`src/rtl/fp_mul_nr_pipe.sv`:
```
// fp_mul_nr_pipe
// Pipelined sign-less floating-point multiplier for the Newton-Raphson
// inverse-square-root datapath. It multiplies the correction term (1.5 - h)
// by the delayed estimate y to produce the refined estimate. A companion word
// (the estimate itself) travels alongside with identical latency.
//
// Word format: [EXP_W+MAN_W-1:MAN_W] biased exponent, [MAN_W-1:0] fraction,
// hidden leading one. Exponent 0 (including denormals) is treated as zero.
// The all-ones exponent is treated as infinity. Rounding is to nearest, ties
// to even. Underflow flushes to zero.
//
// Ports:
//   clk             rising-edge clock
//   rst_n           asynchronous active-low reset
//   valid           operand pair valid this cycle
//   float_in        operand A (correction term)
//   float_in_delay  operand B (estimate), also the pass-through word
//   float_out       rounded A*B, held between results
//   float_out_delay float_in_delay aligned with float_out, held between results
//   ready           one-cycle strobe per accepted input, 3 cycles after sampling
module fp_mul_nr_pipe #(
    parameter int EXP_W = 8,
    parameter int MAN_W = 23,
    parameter int BIAS  = 127
) (
    input  logic                   clk,
    input  logic                   rst_n,
    input  logic                   valid,
    input  logic [EXP_W+MAN_W-1:0] float_in,
    input  logic [EXP_W+MAN_W-1:0] float_in_delay,
    output logic [EXP_W+MAN_W-1:0] float_out,
    output logic [EXP_W+MAN_W-1:0] float_out_delay,
    output logic                   ready
);

    localparam int W       = EXP_W + MAN_W;
    localparam int PW      = 2 * (MAN_W + 1);
    // Two extra exponent bits: one for the sign, one for headroom above the
    // all-ones exponent so overflow is detectable after normalise and round.
    localparam int XW      = EXP_W + 2;
    localparam int EXP_MAX = (1 << EXP_W) - 1;

    localparam logic signed [XW-1:0] EXP_LIM  = XW'(EXP_MAX);
    localparam logic signed [XW-1:0] EXP_ZERO = '0;
    localparam logic signed [XW-1:0] EXP_ONE  = XW'(1);
    localparam logic [W-1:0]         INF_WORD = {{EXP_W{1'b1}}, {MAN_W{1'b0}}};

    // ------------------------------------------------------------------
    // Stage 1: operand decode, full mantissa product, exponent sum
    // ------------------------------------------------------------------
    logic [EXP_W-1:0]     exp_a;
    logic [EXP_W-1:0]     exp_b;
    logic [MAN_W-1:0]     frac_a;
    logic [MAN_W-1:0]     frac_b;
    logic [PW-1:0]        prod_c;
    logic signed [XW-1:0] exp_sum_c;

    assign exp_a  = float_in[W-1:MAN_W];
    assign exp_b  = float_in_delay[W-1:MAN_W];
    assign frac_a = float_in[MAN_W-1:0];
    assign frac_b = float_in_delay[MAN_W-1:0];

    assign prod_c    = PW'({1'b1, frac_a}) * PW'({1'b1, frac_b});
    assign exp_sum_c = XW'(exp_a) + XW'(exp_b) - XW'(BIAS);

    logic                 s1_valid;
    logic                 s1_zero;
    logic                 s1_inf;
    logic [PW-1:0]        s1_prod;
    logic signed [XW-1:0] s1_exp;
    logic [W-1:0]         s1_pass;

    // Stage 1 register: the pass-through word is only captured for valid
    // tokens so the datapath stays quiet during bubbles.
    always_ff @(posedge clk or negedge rst_n) begin
        if (!rst_n) begin
            s1_valid <= 1'b0;
            s1_zero  <= 1'b0;
            s1_inf   <= 1'b0;
            s1_prod  <= '0;
            s1_exp   <= '0;
            s1_pass  <= '0;
        end else begin
            s1_valid <= valid;
            if (valid) begin
                s1_zero <= (exp_a == '0) || (exp_b == '0);
                s1_inf  <= (exp_a == '1) || (exp_b == '1);
                s1_prod <= prod_c;
                s1_exp  <= exp_sum_c;
                s1_pass <= float_in_delay;
            end
        end
    end

    // ------------------------------------------------------------------
    // Stage 2: normalise. The product of two [1,2) mantissas lies in [1,4),
    // so at most one right shift is needed.
    // ------------------------------------------------------------------
    logic [MAN_W-1:0]     norm_mant_c;
    logic                 norm_guard_c;
    logic                 norm_sticky_c;
    logic signed [XW-1:0] norm_exp_c;

    always_comb begin
        norm_mant_c   = s1_prod[PW-3 -: MAN_W];
        norm_guard_c  = s1_prod[PW-3-MAN_W];
        norm_sticky_c = |s1_prod[PW-4-MAN_W:0];
        norm_exp_c    = s1_exp;
        if (s1_prod[PW-1]) begin
            norm_mant_c   = s1_prod[PW-2 -: MAN_W];
            norm_guard_c  = s1_prod[PW-2-MAN_W];
            norm_sticky_c = |s1_prod[PW-3-MAN_W:0];
            norm_exp_c    = s1_exp + EXP_ONE;
        end
    end

    logic                 s2_valid;
    logic                 s2_zero;
    logic                 s2_inf;
    logic [MAN_W-1:0]     s2_mant;
    logic                 s2_guard;
    logic                 s2_sticky;
    logic signed [XW-1:0] s2_exp;
    logic [W-1:0]         s2_pass;

    // Stage 2 register
    always_ff @(posedge clk or negedge rst_n) begin
        if (!rst_n) begin
            s2_valid  <= 1'b0;
            s2_zero   <= 1'b0;
            s2_inf    <= 1'b0;
            s2_mant   <= '0;
            s2_guard  <= 1'b0;
            s2_sticky <= 1'b0;
            s2_exp    <= '0;
            s2_pass   <= '0;
        end else begin
            s2_valid <= s1_valid;
            if (s1_valid) begin
                s2_zero   <= s1_zero;
                s2_inf    <= s1_inf;
                s2_mant   <= norm_mant_c;
                s2_guard  <= norm_guard_c;
                s2_sticky <= norm_sticky_c;
                s2_exp    <= norm_exp_c;
                s2_pass   <= s1_pass;
            end
        end
    end

    // ------------------------------------------------------------------
    // Stage 3: round to nearest even. A carry out of the fraction means the
    // mantissa rolled over to 2.0, which is 1.0 with the exponent bumped.
    // ------------------------------------------------------------------
    logic                 round_inc_c;
    logic [MAN_W:0]       round_sum_c;
    logic [MAN_W-1:0]     round_frac_c;
    logic signed [XW-1:0] round_exp_c;

    always_comb begin
        round_inc_c  = s2_guard & (s2_sticky | s2_mant[0]);
        round_sum_c  = {1'b0, s2_mant} + (MAN_W+1)'(round_inc_c);
        round_frac_c = round_sum_c[MAN_W-1:0];
        round_exp_c  = s2_exp;
        if (round_sum_c[MAN_W]) begin
            round_frac_c = '0;
            round_exp_c  = s2_exp + EXP_ONE;
        end
    end

    logic                 s3_valid;
    logic                 s3_zero;
    logic                 s3_inf;
    logic [MAN_W-1:0]     s3_frac;
    logic signed [XW-1:0] s3_exp;
    logic [W-1:0]         s3_pass;

    // Stage 3 register
    always_ff @(posedge clk or negedge rst_n) begin
        if (!rst_n) begin
            s3_valid <= 1'b0;
            s3_zero  <= 1'b0;
            s3_inf   <= 1'b0;
            s3_frac  <= '0;
            s3_exp   <= '0;
            s3_pass  <= '0;
        end else begin
            s3_valid <= s2_valid;
            if (s2_valid) begin
                s3_zero <= s2_zero;
                s3_inf  <= s2_inf;
                s3_frac <= round_frac_c;
                s3_exp  <= round_exp_c;
                s3_pass <= s2_pass;
            end
        end
    end

    // ------------------------------------------------------------------
    // Classification. Zero beats infinity, so 0 * inf yields zero.
    // ------------------------------------------------------------------
    logic [W-1:0] result_c;

    always_comb begin
        result_c = {s3_exp[EXP_W-1:0], s3_frac};
        if (s3_zero) begin
            result_c = '0;
        end else if (s3_inf) begin
            result_c = INF_WORD;
        end else if (s3_exp >= EXP_LIM) begin
            result_c = INF_WORD;
        end else if (s3_exp <= EXP_ZERO) begin
            result_c = '0;
        end
    end

    // Output register: results are only loaded when a valid token leaves
    // the pipe, so the outputs hold their last value across bubbles.
    always_ff @(posedge clk or negedge rst_n) begin
        if (!rst_n) begin
            ready           <= 1'b0;
            float_out       <= '0;
            float_out_delay <= '0;
        end else begin
            ready <= s3_valid;
            if (s3_valid) begin
                float_out       <= result_c;
                float_out_delay <= s3_pass;
            end
        end
    end

endmodule

```
`config.mk`:
```
export PLATFORM = sky130hd
export DESIGN_NAME = fp_mul_nr_pipe
export DESIGN_NICKNAME = d
export VERILOG_FILES = /design/src/rtl/fp_mul_nr_pipe.sv
export SDC_FILE = /design/constraint.sdc
export NUM_CORES = 2
export LEC_CHECK = 0
export CORE_MARGIN = 2
export CORE_UTILIZATION = 40
export CTS_BUF_LIST = sky130_fd_sc_hd__clkbuf_8
export CTS_CLUSTER_SIZE = 16
export DETAILED_ROUTE_END_ITERATION = 16
export GPL_TIMING_DRIVEN = 0
export MAX_ROUTING_LAYER = met4
export PLACE_DENSITY_LB_ADDON = 0.2
export SLEW_MARGIN = 30
export SYNTH_ARGS = -nofsm -noshare
export SYNTH_HDL_FRONTEND = slang
export SYNTH_SLANG_ARGS = --single-unit
export TNS_END_PERCENT = 1
```
`constraint.sdc`:
```
create_clock -name clk -period 2.73 [get_ports clk]
set_input_delay 0.546 -clock clk [delete_from_list [all_inputs] [get_ports clk]]
set_output_delay 0.546 -clock clk [all_outputs]
set_load 0.01 [all_outputs]
```
==> results.md <==
- Number of nets in the final layout: 4187
- Headroom to the max-slew limit: 0.434
- Complex-gate fraction of the synthesized area: 0.0633
- Distinct cell type count of the synthesized netlist: 74
- Site row count: 102
- Final weighted congestion in routability-driven placement: 0.953
- Most repeated library cell on the critical path: fa_1
- Mean cell area of the mapped netlist: 9.73 um2
- Arr. time, crit path: 6.97 ns
- Deepest clock path buffer count: 3
- Synthesized instance count: 3220
- Latest clock arrival within the worst-skew pair: 0.58 ns
- Final Core Density: 0.481
- Core area: 77500 um2
- Finish-stage setup viols: 44
- Cell area after synthesis: 31300 um2
- Path category of the worst min-delay check: input pin to flop
- Failing checks: setup timing
- Count of TritonRoute iterations in the first routing pass: 5
- Placed instance area: 34400 um2
- Number of slew-limit violations in the final report: 0
- Mux cell area share after synthesis: 0.0662
- Most common library cell in the layout ignoring fill and taps: inv_1
- Layout filler cell count: 7375
- Adder and majority gate portion of the synthesized area: 0.385
- Most frequent cells in the layout: inv_1 (631), fa_1 (468), nand2_1 (353), dfrtp_1 (291), and2_1 (230)
- DRC: 0
- Final hold slack: 0.263 ns
- Clock slew seen by the registers of the worst setup and hold paths: 0.07 ns
- Number of storage elements in the synthesis netlist: 291
- Post-detail-place hpwl: 75.4 mm
- Setup repair after global routing missed its margin: yes
- Required time of the critical path: 3.20 ns
- Final instance area: 37300 um2
- Root buffer cell: clkbuf_8
- Number of clock buffers inserted by TritonCTS: 45
- Number of buffers and inverters on the critical path: 9
- Port Buffers: 122
- Routed wire length: 95.9 mm
- Post-Synthesis Net Count: 3960
- Largest family of logic cells by synthesized area: adder cells
- Simple-gate area share of the yosys netlist: 0.137
- Yosys warnings: 0
- Post-DRT Antenna Nets: 0
- Max Cap Viol: 0
- Vias in the first global route: 24500
- Run status: complete, but fails checks
- Fmax: 154 MHz
- Critical path type: input pin to flop
- Number of ports placed on the die boundary: 128
- Post-Route Skew: 0.0261 ns
- Critical-path maximum fanout: 7
- Sequential cell area fraction in the yosys report: 0.232
- Global-route congestion overflow total: 0
- Clock tree from TritonCTS: done
- Layout area overhead: 19.0%
- DR vias/cell: 5.09
- Final-layout setup total negative slack: -132.36 ns
- Largest net degree at the start of global routing: 85
- Gr usage total: 0.252
- Number of synthesized flops with an enable pin: 0
- Deepest level of the CTS H-tree: 2
- Global-route wire length before repair: 150 mm
- Cell family contributing the most delay on the critical path: adder cells
- Final number of hold-violating endpoints: 0
- Fraction of final layout cells sized beyond drive strength 1: 0.162
- Post-Synth XOR/XNOR Area: 0.0193
- Number of clock sinks: 291
- Initial DRC count: 1633
- Maximum cell stage delay along the critical path: 0.63 ns
- Kind of launch point of the worst setup path: input pin
- Initial core utilization: 0.404
- Proportion of synthesized flip-flops having asynchronous set or reset: 1.00
- CP Capture Type: flop
- Final period demand of the worst path: 6.50 ns
- Die width: 284 um
- Die area: 80600 um2
- Transition time at the pin with the least slew margin: 0.850 ns
- Final setup margin: -3.77 ns
- Cell with the largest stage delay on the worst path: fa_1
- Antenna violations before repair: 7
- Most instantiated flip-flop cell in the synthesis netlist: dfrtp_1
- Vias post-DR: 23000
- Wire length per cell after detailed routing: 21.2 um
- Period utilisation layout: 2.38
- Die span in y: 284 um
==> path summary, 6_finish.rpt <==
path	from	end	slack [ns]	cells past startpoint
worst max-delay path	float_in_delay[3]	s1_prod[28]$_DFFE_PN0P_	-3.77	25
worst min-delay path	float_in_delay[3]	s1_pass[3]$_DFFE_PN0P_	0.26	2
worst max register to register	s2_mant[0]$_DFFE_PN0P_	s3_frac[22]$_DFFE_PN0P_	0.36	10
worst min register to register	s2_valid$_DFF_PN0_	s3_valid$_DFF_PN0_	0.38	0
max in group asynchronous	rst_n	s3_pass[11]$_DFFE_PN0P_	1.05	4
min in group asynchronous	rst_n	float_out[27]$_DFFE_PN0P_	0.49	2
==> cells by family (layout without fill, tap and decap cells) <==
family,after synthesis,count (layout)
multiplexers,187,187
XOR/XNOR,69,69
AO/OA/AOI/OAI,314,314
other,0,1
AND/OR/NAND/NOR,886,886
flip-flops,291,291
adder cells (fa/ha/maj),675,675
buffers and inverters,798,1058
==> cells in the mapped netlist (3+ instances only) <==
cell | count | area [um2]
fa_1 | 483 | 9670
nor3_1 | 18 | 90.1
nand2b_1 | 6 | 37.5
ha_1 | 192 | 2400
clkbuf_1 | 132 | 495
clkinv_1 | 3 | 11.3
o21ai_1 | 5 | 25.0
nand4_1 | 30 | 188
dfrtp_1 | 291 | 7280
a221oi_1 | 4 | 35.0
o21bai_1 | 13 | 97.6
o21ai_0 | 53 | 265
and2_1 | 248 | 1550
inv_1 | 635 | 2380
mux2_2 | 161 | 1810
mux2i_1 | 26 | 260
o31ai_1 | 7 | 52.6
o311ai_1 | 3 | 26.3
and4_1 | 6 | 52.6
a211oi_1 | 6 | 45.0
buf_1 | 22 | 82.6
a21o_1 | 32 | 240
o211ai_1 | 4 | 30.0
a221o_1 | 3 | 30.0
nand2_1 | 358 | 1340
xnor2_1 | 32 | 280
nor2_1 | 143 | 537
nor4_1 | 13 | 81.3
buf_2 | 6 | 30.0
a31oi_1 | 8 | 50.1
a21oi_1 | 115 | 576
xor2_1 | 37 | 324
o311ai_0 | 4 | 35.0
nand3_1 | 28 | 140
o21a_1 | 7 | 52.6
nor2b_1 | 3 | 18.8
o22ai_1 | 22 | 138
and3_1 | 15 | 93.8
or3_1 | 3 | 18.8
==> sequential cells by signal, indices dropped and copies added, names as in the netlist, 10 cells and up <==
register,count
float_out,31
float_out_delay,31
s1_exp,10
s1_pass,31
s1_prod,48
s2_exp,10
s2_mant,23
s2_pass,31
s3_exp,10
s3_frac,23
s3_pass,31
==> cell type report <==
cell class | count | area [um2] | area share
antenna | 1 | 2.50 | 0.0000671
buffer | 158 | 1850 | 0.0495
clock buffer | 61 | 840 | 0.0225
clock inverter | 19 | 119 | 0.00319
inverter | 638 | 2410 | 0.0648
multi-input combinational | 2131 | 21600 | 0.581
sequential | 291 | 7280 | 0.195
tap | 1040 | 1300 | 0.0349
timing repair buffer | 182 | 1830 | 0.0492
==> repair_timing <==
item / CTS / global route
pin swaps: 50 / 11
hold buffers: 1 / 0
buffers inserted: 56 / 0
gates resized for setup: 550 / 34
setup endpoints to repair: 66 / 48
hold endpoints to repair: 62 / 0
==> stage by stage <==
step	std cells	worst slack, ns
floorplan	3220	-3.67
global placement	4382	-11.73
detailed placement	4385	-5.93
CTS	4521	-3.68
global route	4521	-3.91
finish	4521	-3.77
==> layer usage <==
layer,vias to the layer above,GRT usage,part of all wire
li1,10400,-,-
met1,11700,0.337,0.44
met2,705,0.392,0.45
met3,169,0.0405,0.066
met4,0,0.0820,0.038
met5,-,-,0
Power is not shown: default switching activity piles up to over one toggle a cycle in this logic, so the estimate is an artifact.
